### src/rtl/demux4_pkg.sv
// demux4_pkg: constants and types shared by the demux4_stream slice.
//   NUM_CH       number of output channels
//   SEL_W        width of the channel select
//   CNT_W        width of each per-channel transfer counter (stats build)
//   ch_sel_t     channel index type
//   slot_state_t occupancy state of a single-entry output slot
//   sel_onehot() decodes a channel index into a one-hot channel mask
package demux4_pkg;

  localparam int unsigned NUM_CH = 4;
  localparam int unsigned SEL_W  = 2;
  localparam int unsigned CNT_W  = 8;

  typedef logic [SEL_W-1:0] ch_sel_t;

  typedef enum logic {
    SLOT_EMPTY = 1'b0,
    SLOT_FULL  = 1'b1
  } slot_state_t;

  function automatic logic [NUM_CH-1:0] sel_onehot(input ch_sel_t sel);
    logic [NUM_CH-1:0] mask;
    mask = '0;
    for (int unsigned k = 0; k < NUM_CH; k++) begin
      if (sel == ch_sel_t'(k)) mask[k] = 1'b1;
    end
    return mask;
  endfunction

endpackage

### src/rtl/demux4_slot.sv
// demux4_slot: single-entry output buffer for one demux channel.
// Ports:
//   clk       rising-edge clock
//   rst_n     asynchronous active-low reset (empties the slot, clears data)
//   load_i    write data_i into the slot this cycle
//   data_i    word to store
//   drain_i   downstream ready; removes the word only when the slot is full
//   full_o    slot holds a word (drives the channel's valid)
//   data_q_o  stored word; keeps its value after a drain
module demux4_slot
  import demux4_pkg::*;
#(
  parameter int unsigned WIDTH = 4
) (
  input  logic             clk,
  input  logic             rst_n,
  input  logic             load_i,
  input  logic [WIDTH-1:0] data_i,
  input  logic             drain_i,
  output logic             full_o,
  output logic [WIDTH-1:0] data_q_o
);

  slot_state_t      state_q, state_d;
  logic [WIDTH-1:0] data_q, data_d;
  logic             drain;

  // Ready on an empty slot is ignored.
  assign drain = (state_q == SLOT_FULL) & drain_i;

  // Load is applied after drain so that a same-edge load and drain
  // leaves the slot full with the new word.
  always_comb begin
    state_d = state_q;
    data_d  = data_q;
    if (drain) state_d = SLOT_EMPTY;
    if (load_i) begin
      state_d = SLOT_FULL;
      data_d  = data_i;
    end
  end

  always_ff @(posedge clk or negedge rst_n) begin
    if (!rst_n) begin
      state_q <= SLOT_EMPTY;
      data_q  <= '0;
    end else begin
      state_q <= state_d;
      data_q  <= data_d;
    end
  end

  assign full_o   = (state_q == SLOT_FULL);
  assign data_q_o = data_q;

endmodule

### src/rtl/demux4_stream.sv
// demux4_stream: registered 1-to-4 stream demultiplexer.
// One producer word per cycle (valid/ready) is steered by in_sel into one of
// four single-entry slots; each slot has its own valid/ready to its consumer.
// Optional feature: define DEMUX4_STATS_EN to add xfer_cnt, four 8-bit
// wrapping accept counters (channel k at [k*8 +: 8]).
// Ports:
//   clk, rst_n   clock, asynchronous active-low reset
//   in_data      word to route
//   in_sel       destination channel 0..3
//   in_valid     producer offers in_data/in_sel
//   in_ready     accepted this cycle if in_valid (independent of in_valid)
//   out_data     channel k word at [k*WIDTH +: WIDTH]
//   out_valid    bit k: slot k holds a word
//   out_ready    bit k: consumer k takes slot k this cycle
//   busy         OR of out_valid
//   xfer_cnt     per-channel accept counters (DEMUX4_STATS_EN only)
module demux4_stream
  import demux4_pkg::*;
#(
  parameter int unsigned WIDTH = 4
) (
  input  logic                    clk,
  input  logic                    rst_n,
  input  logic [WIDTH-1:0]        in_data,
  input  logic [SEL_W-1:0]        in_sel,
  input  logic                    in_valid,
  output logic                    in_ready,
  output logic [NUM_CH*WIDTH-1:0] out_data,
  output logic [NUM_CH-1:0]       out_valid,
  input  logic [NUM_CH-1:0]       out_ready,
  output logic                    busy
`ifdef DEMUX4_STATS_EN
  ,
  output logic [NUM_CH*CNT_W-1:0] xfer_cnt
`endif
);

  logic [NUM_CH-1:0] full;
  logic [NUM_CH-1:0] load;
  logic              accept;
  ch_sel_t           sel;

  assign sel = ch_sel_t'(in_sel);

  // The selected slot can take a word if it is empty or being drained now.
  assign in_ready = ~full[sel] | out_ready[sel];
  assign accept   = in_valid & in_ready;
  assign load     = accept ? sel_onehot(sel) : '0;

  for (genvar k = 0; k < NUM_CH; k++) begin : g_slot
    demux4_slot #(
      .WIDTH(WIDTH)
    ) u_slot (
      .clk      (clk),
      .rst_n    (rst_n),
      .load_i   (load[k]),
      .data_i   (in_data),
      .drain_i  (out_ready[k]),
      .full_o   (full[k]),
      .data_q_o (out_data[k*WIDTH +: WIDTH])
    );
  end

  assign out_valid = full;
  assign busy      = |full;

`ifdef DEMUX4_STATS_EN
  logic [CNT_W-1:0] cnt_q [NUM_CH];
  logic [CNT_W-1:0] cnt_d [NUM_CH];

  // Counters wrap naturally at 2**CNT_W.
  always_comb begin
    for (int unsigned k = 0; k < NUM_CH; k++) begin
      cnt_d[k] = cnt_q[k];
      if (load[k]) cnt_d[k] = cnt_q[k] + 1'b1;
    end
  end

  always_ff @(posedge clk or negedge rst_n) begin
    if (!rst_n) begin
      for (int unsigned k = 0; k < NUM_CH; k++) cnt_q[k] <= '0;
    end else begin
      for (int unsigned k = 0; k < NUM_CH; k++) cnt_q[k] <= cnt_d[k];
    end
  end

  for (genvar k = 0; k < NUM_CH; k++) begin : g_cnt
    assign xfer_cnt[k*CNT_W +: CNT_W] = cnt_q[k];
  end
`endif

endmodule

### config.mk
export PLATFORM = sky130hd
export DESIGN_NAME = demux4_stream
export DESIGN_NICKNAME = d
export VERILOG_FILES = /design/src/rtl/demux4_pkg.sv /design/src/rtl/demux4_slot.sv /design/src/rtl/demux4_stream.sv
export SDC_FILE = /design/constraint.sdc
export NUM_CORES = 1
export LEC_CHECK = 0
export CELL_PAD_IN_SITES_DETAIL_PLACEMENT = 0
export CELL_PAD_IN_SITES_GLOBAL_PLACEMENT = 1
export CORE_MARGIN = 2
export CORE_UTILIZATION = 32
export CTS_CLUSTER_DIAMETER = 100
export DETAILED_ROUTE_END_ITERATION = 8
export PLACE_DENSITY = 0.85
export RECOVER_POWER = 25
export SETUP_SLACK_MARGIN = 0.02
export SLEW_MARGIN = 25
export SYNTH_ARGS = -nofsm -noshare
export SYNTH_HDL_FRONTEND = slang
export SYNTH_HIERARCHICAL = 1
export SYNTH_SLANG_ARGS = --single-unit
### constraint.sdc
create_clock -name clk -period 2.2 [get_ports clk]
set_clock_uncertainty 0.15 [all_clocks]
set_input_delay 0.66 -clock clk [delete_from_list [all_inputs] [get_ports clk]]
set_output_delay 0.66 -clock clk [all_outputs]
set_load 0.01 [all_outputs]
==> results.json <==
{
  "ys_async_sr_fraction_pct": 100,
  "cts_tree": "yes",
  "place_area_um2": 1240,
  "synth_edf_count": 0,
  "core_area_um2": 2450,
  "p_clk_share_pct": 16.7,
  "h-tree-depth": 1,
  "synth_warnings": 6,
  "routed_wl_um": 1880,
  "final_nets": 115,
  "die_h_um": 54.8,
  "powerDensity_nw_per_um2": 726,
  "wl_per_cell_um": 14.5,
  "outcome": "complete, but fails checks",
  "critPathCaptureType": "output pin",
  "fin_crit_sh_pct": 104,
  "cts_hold_buffers": 0,
  "setup_ws_ns": -0.0910,
  "gp_congestion": 0.660,
  "hold_path_class": "reg -> reg",
  "synth_common_cells": "dfrtp_1 (20), mux2_2 (16), a21o_2 (4), inv_1 (4), nand2b_1 (4)",
  "cts_buffers": 3,
  "seqPwrFrac_pct": 49.3,
  "cp.required_ns": 1.39,
  "fmax_mhz": 436,
  "first_global_vias": 638,
  "busiest_layer": "met1",
  "grt_util_met3_pct": 3.28,
  "critPathKind": "in -> out",
  "clock_latency_ns": 0.28,
  "maxCapViolCount": 0,
  "hold_violations": 0,
  "crit_path_max_fanout": 2,
  "grt_start_max_net_pins": 21,
  "initial_core_util_pct": 33.6,
  "synth_top_area_share_pct": 60.6,
  "yosysTopAreaCell": "dfrtp_1",
  "grt_usage_pct": 14.5,
  "timing.hold.ws_ns": 0.364,
  "violations": "setup timing",
  "critical-path-slowest-cell": "mux4_2",
  "ant_nets": 0,
  "fin_crit_ns": 2.29,
  "rows": 18,
  "first_pass_iters": 1,
  "p_comb_share_pct": 34.0,
  "avgSynthCellArea_um2": 15.3,
  "crit_chain": "buf_6, nand2b_4, mux4_2, buf_6",
  "ys_seq_area_share_pct": 60.6,
  "antenna_found_initial": 0,
  "netSwitchingPower_uw": 248,
  "slowest_delay_ns": 0.47,
  "rr_startpoint": "g_slot[1].u_slot/full_o",
  "worst_pin_slew_ns": 1.06,
  "netlist_area_um2": 826,
  "synth-seq-cells": 20,
  "synth_area_leaders": "dfrtp_1 (61%), mux2_2 (22%), a21o_2 (4.2%)",
  "switching_share_pct": 25.9,
  "ios": 35,
  "finalNonFillerCells": 130,
  "crit_start": "out_ready[3]",
  "use_met2_pct": 21.0,
  "drc": 0,
  "diodes": 0,
  "yosysMostFrequentCell": "dfrtp_1",
  "hpwl_um": 1340,
  "final_area_um2": 1320,
  "dieArea_um2": 3000,
  "grt_util_met1_pct": 21.2,
  "maxSlewViolCount": 0,
  "path_clk_slew_ns": 0.10,
  "grt-ovfl-total": 0,
  "synth.distinct_cells": 10,
  "placed_cells": 123,
  "startpoint_type": "primary input",
  "drive_gt1_share_pct": 44.0,
  "crit_family": "multiplexers",
  "clock_path_buffers": 2,
  "final_util_pct": 53.7,
  "syn-num-nets": 67,
  "vias": 605,
  "port_buffers": 34,
  "synth-main-ff-cell": "dfrtp_1",
  "setup_viol": 2,
  "slew_headroom_pct": 29.4,
  "power.internal_uw": 709,
  "tns_ns": -0.108,
  "rsz0062_at_grt": "yes",
  "clock-sinks": 20,
  "leakage_uw": 0.000622,
  "critical_path_buf_inv_count": 2,
  "cp_common_cell": "buf_6",
  "cts_root_buf": "clkbuf_4",
  "cp.arrival_ns": 1.48,
  "die_w_um": 54.8,
  "synth_cells": 54,
  "vdd_drop_max_mv": 0.471,
  "via_per_inst": 4.65,
  "grt_pass1_wl_um": 3020,
  "syn2layout_area_growth_pct": 59.5,
  "initialDrtViolationCount": 0,
  "hold_start": "g_slot[2].u_slot/data_q_o[1]"
}
[timing repair]
action                                  CTS  global route
endpoints found under the setup margin    2             4
resized for setup                        38             1
setup buffers                             3             1
[final cells by class]
class	instances	area [um2]
timing repair buffer	43	402
sequential	20	500
fill	227	1140
tap	30	37.5
clock buffer	3	22.5
inverter	4	15.0
multi-input combinational	30	340
[power by group through the flow]
stage               Clock (uW)  Combinational, uW  Sequential [uW]
global route               178                350              482
finish                     160                325              472
CTS                        169                329              473
global placement             0                310              478
detailed placement           0                314              480
floorplan                    0               80.2              509
[stage by stage]
step | setup WS (ns) | power (uW)
floorplan | 0.107 | 590
global placement | -0.808 | 788
detailed placement | -0.800 | 794
CTS | -0.0900 | 970
global route | -0.108 | 1010
finish | -0.0910 | 957
[sequential cells by signal, summed over array words and instances, names as in the netlist]
register and flops:
g_slot.u_slot/full_o 4, g_slot.u_slot/data_q_o 16
[logic make-up after synthesis]
| logic type | synth area share, % |
|---|---|
| AND/OR/NAND/NOR | 8.79 |
| AO/OA/AOI/OAI | 4.24 |
| buffers and inverters | 1.82 |
| flip-flops | 60.6 |
| multiplexers | 24.5 |
[worst reg2reg max path, delay by kind of cell, from the launching register on]
family	cells	cell delay [ns]
simple gates	2	0.43
flops	1	0.39
buf+inv	1	0.15
mux	1	0.37
[worst paths after layout]
check	to	cells past startpoint	slack [ns]
min in group asynchronous	g_slot[0].u_slot/data_q_o[3]	2	0.92
worst min-delay path	g_slot[2].u_slot/data_q_o[1]	1	0.36
worst max-delay path	in_ready	4	-0.09
worst max register to register	g_slot[1].u_slot/data_q_o[2]	4	0.60
worst min register to register	g_slot[2].u_slot/data_q_o[1]	1	0.36
max in group asynchronous	g_slot[1].u_slot/full_o	2	0.35
[per-layer routing]
| metal | vias up | part of all wire, % |
|---|---|---|
| li1 | 290 | - |
| met1 | 290 | 45 |
| met2 | 25 | 48 |
| met3 | 0 | 7.1 |
| met4 | 0 | 0 |
| met5 | - | 0 |
[cells in the final DEF, fill, tap and decap left out, types with 2 or more instances in the layout]
| cell | instances |
|---|---|
| clkdlybuf4s50_1 | 24 |
| dfrtp_1 | 20 |
| mux2_2 | 16 |
| buf_4 | 8 |
| buf_6 | 5 |
| nand2b_4 | 4 |
| inv_1 | 4 |
| a21o_2 | 4 |
| clkbuf_4 | 3 |
| and4b_1 | 2 |
| buf_2 | 2 |
Note: power is estimated with default switching activity, not from simulation.
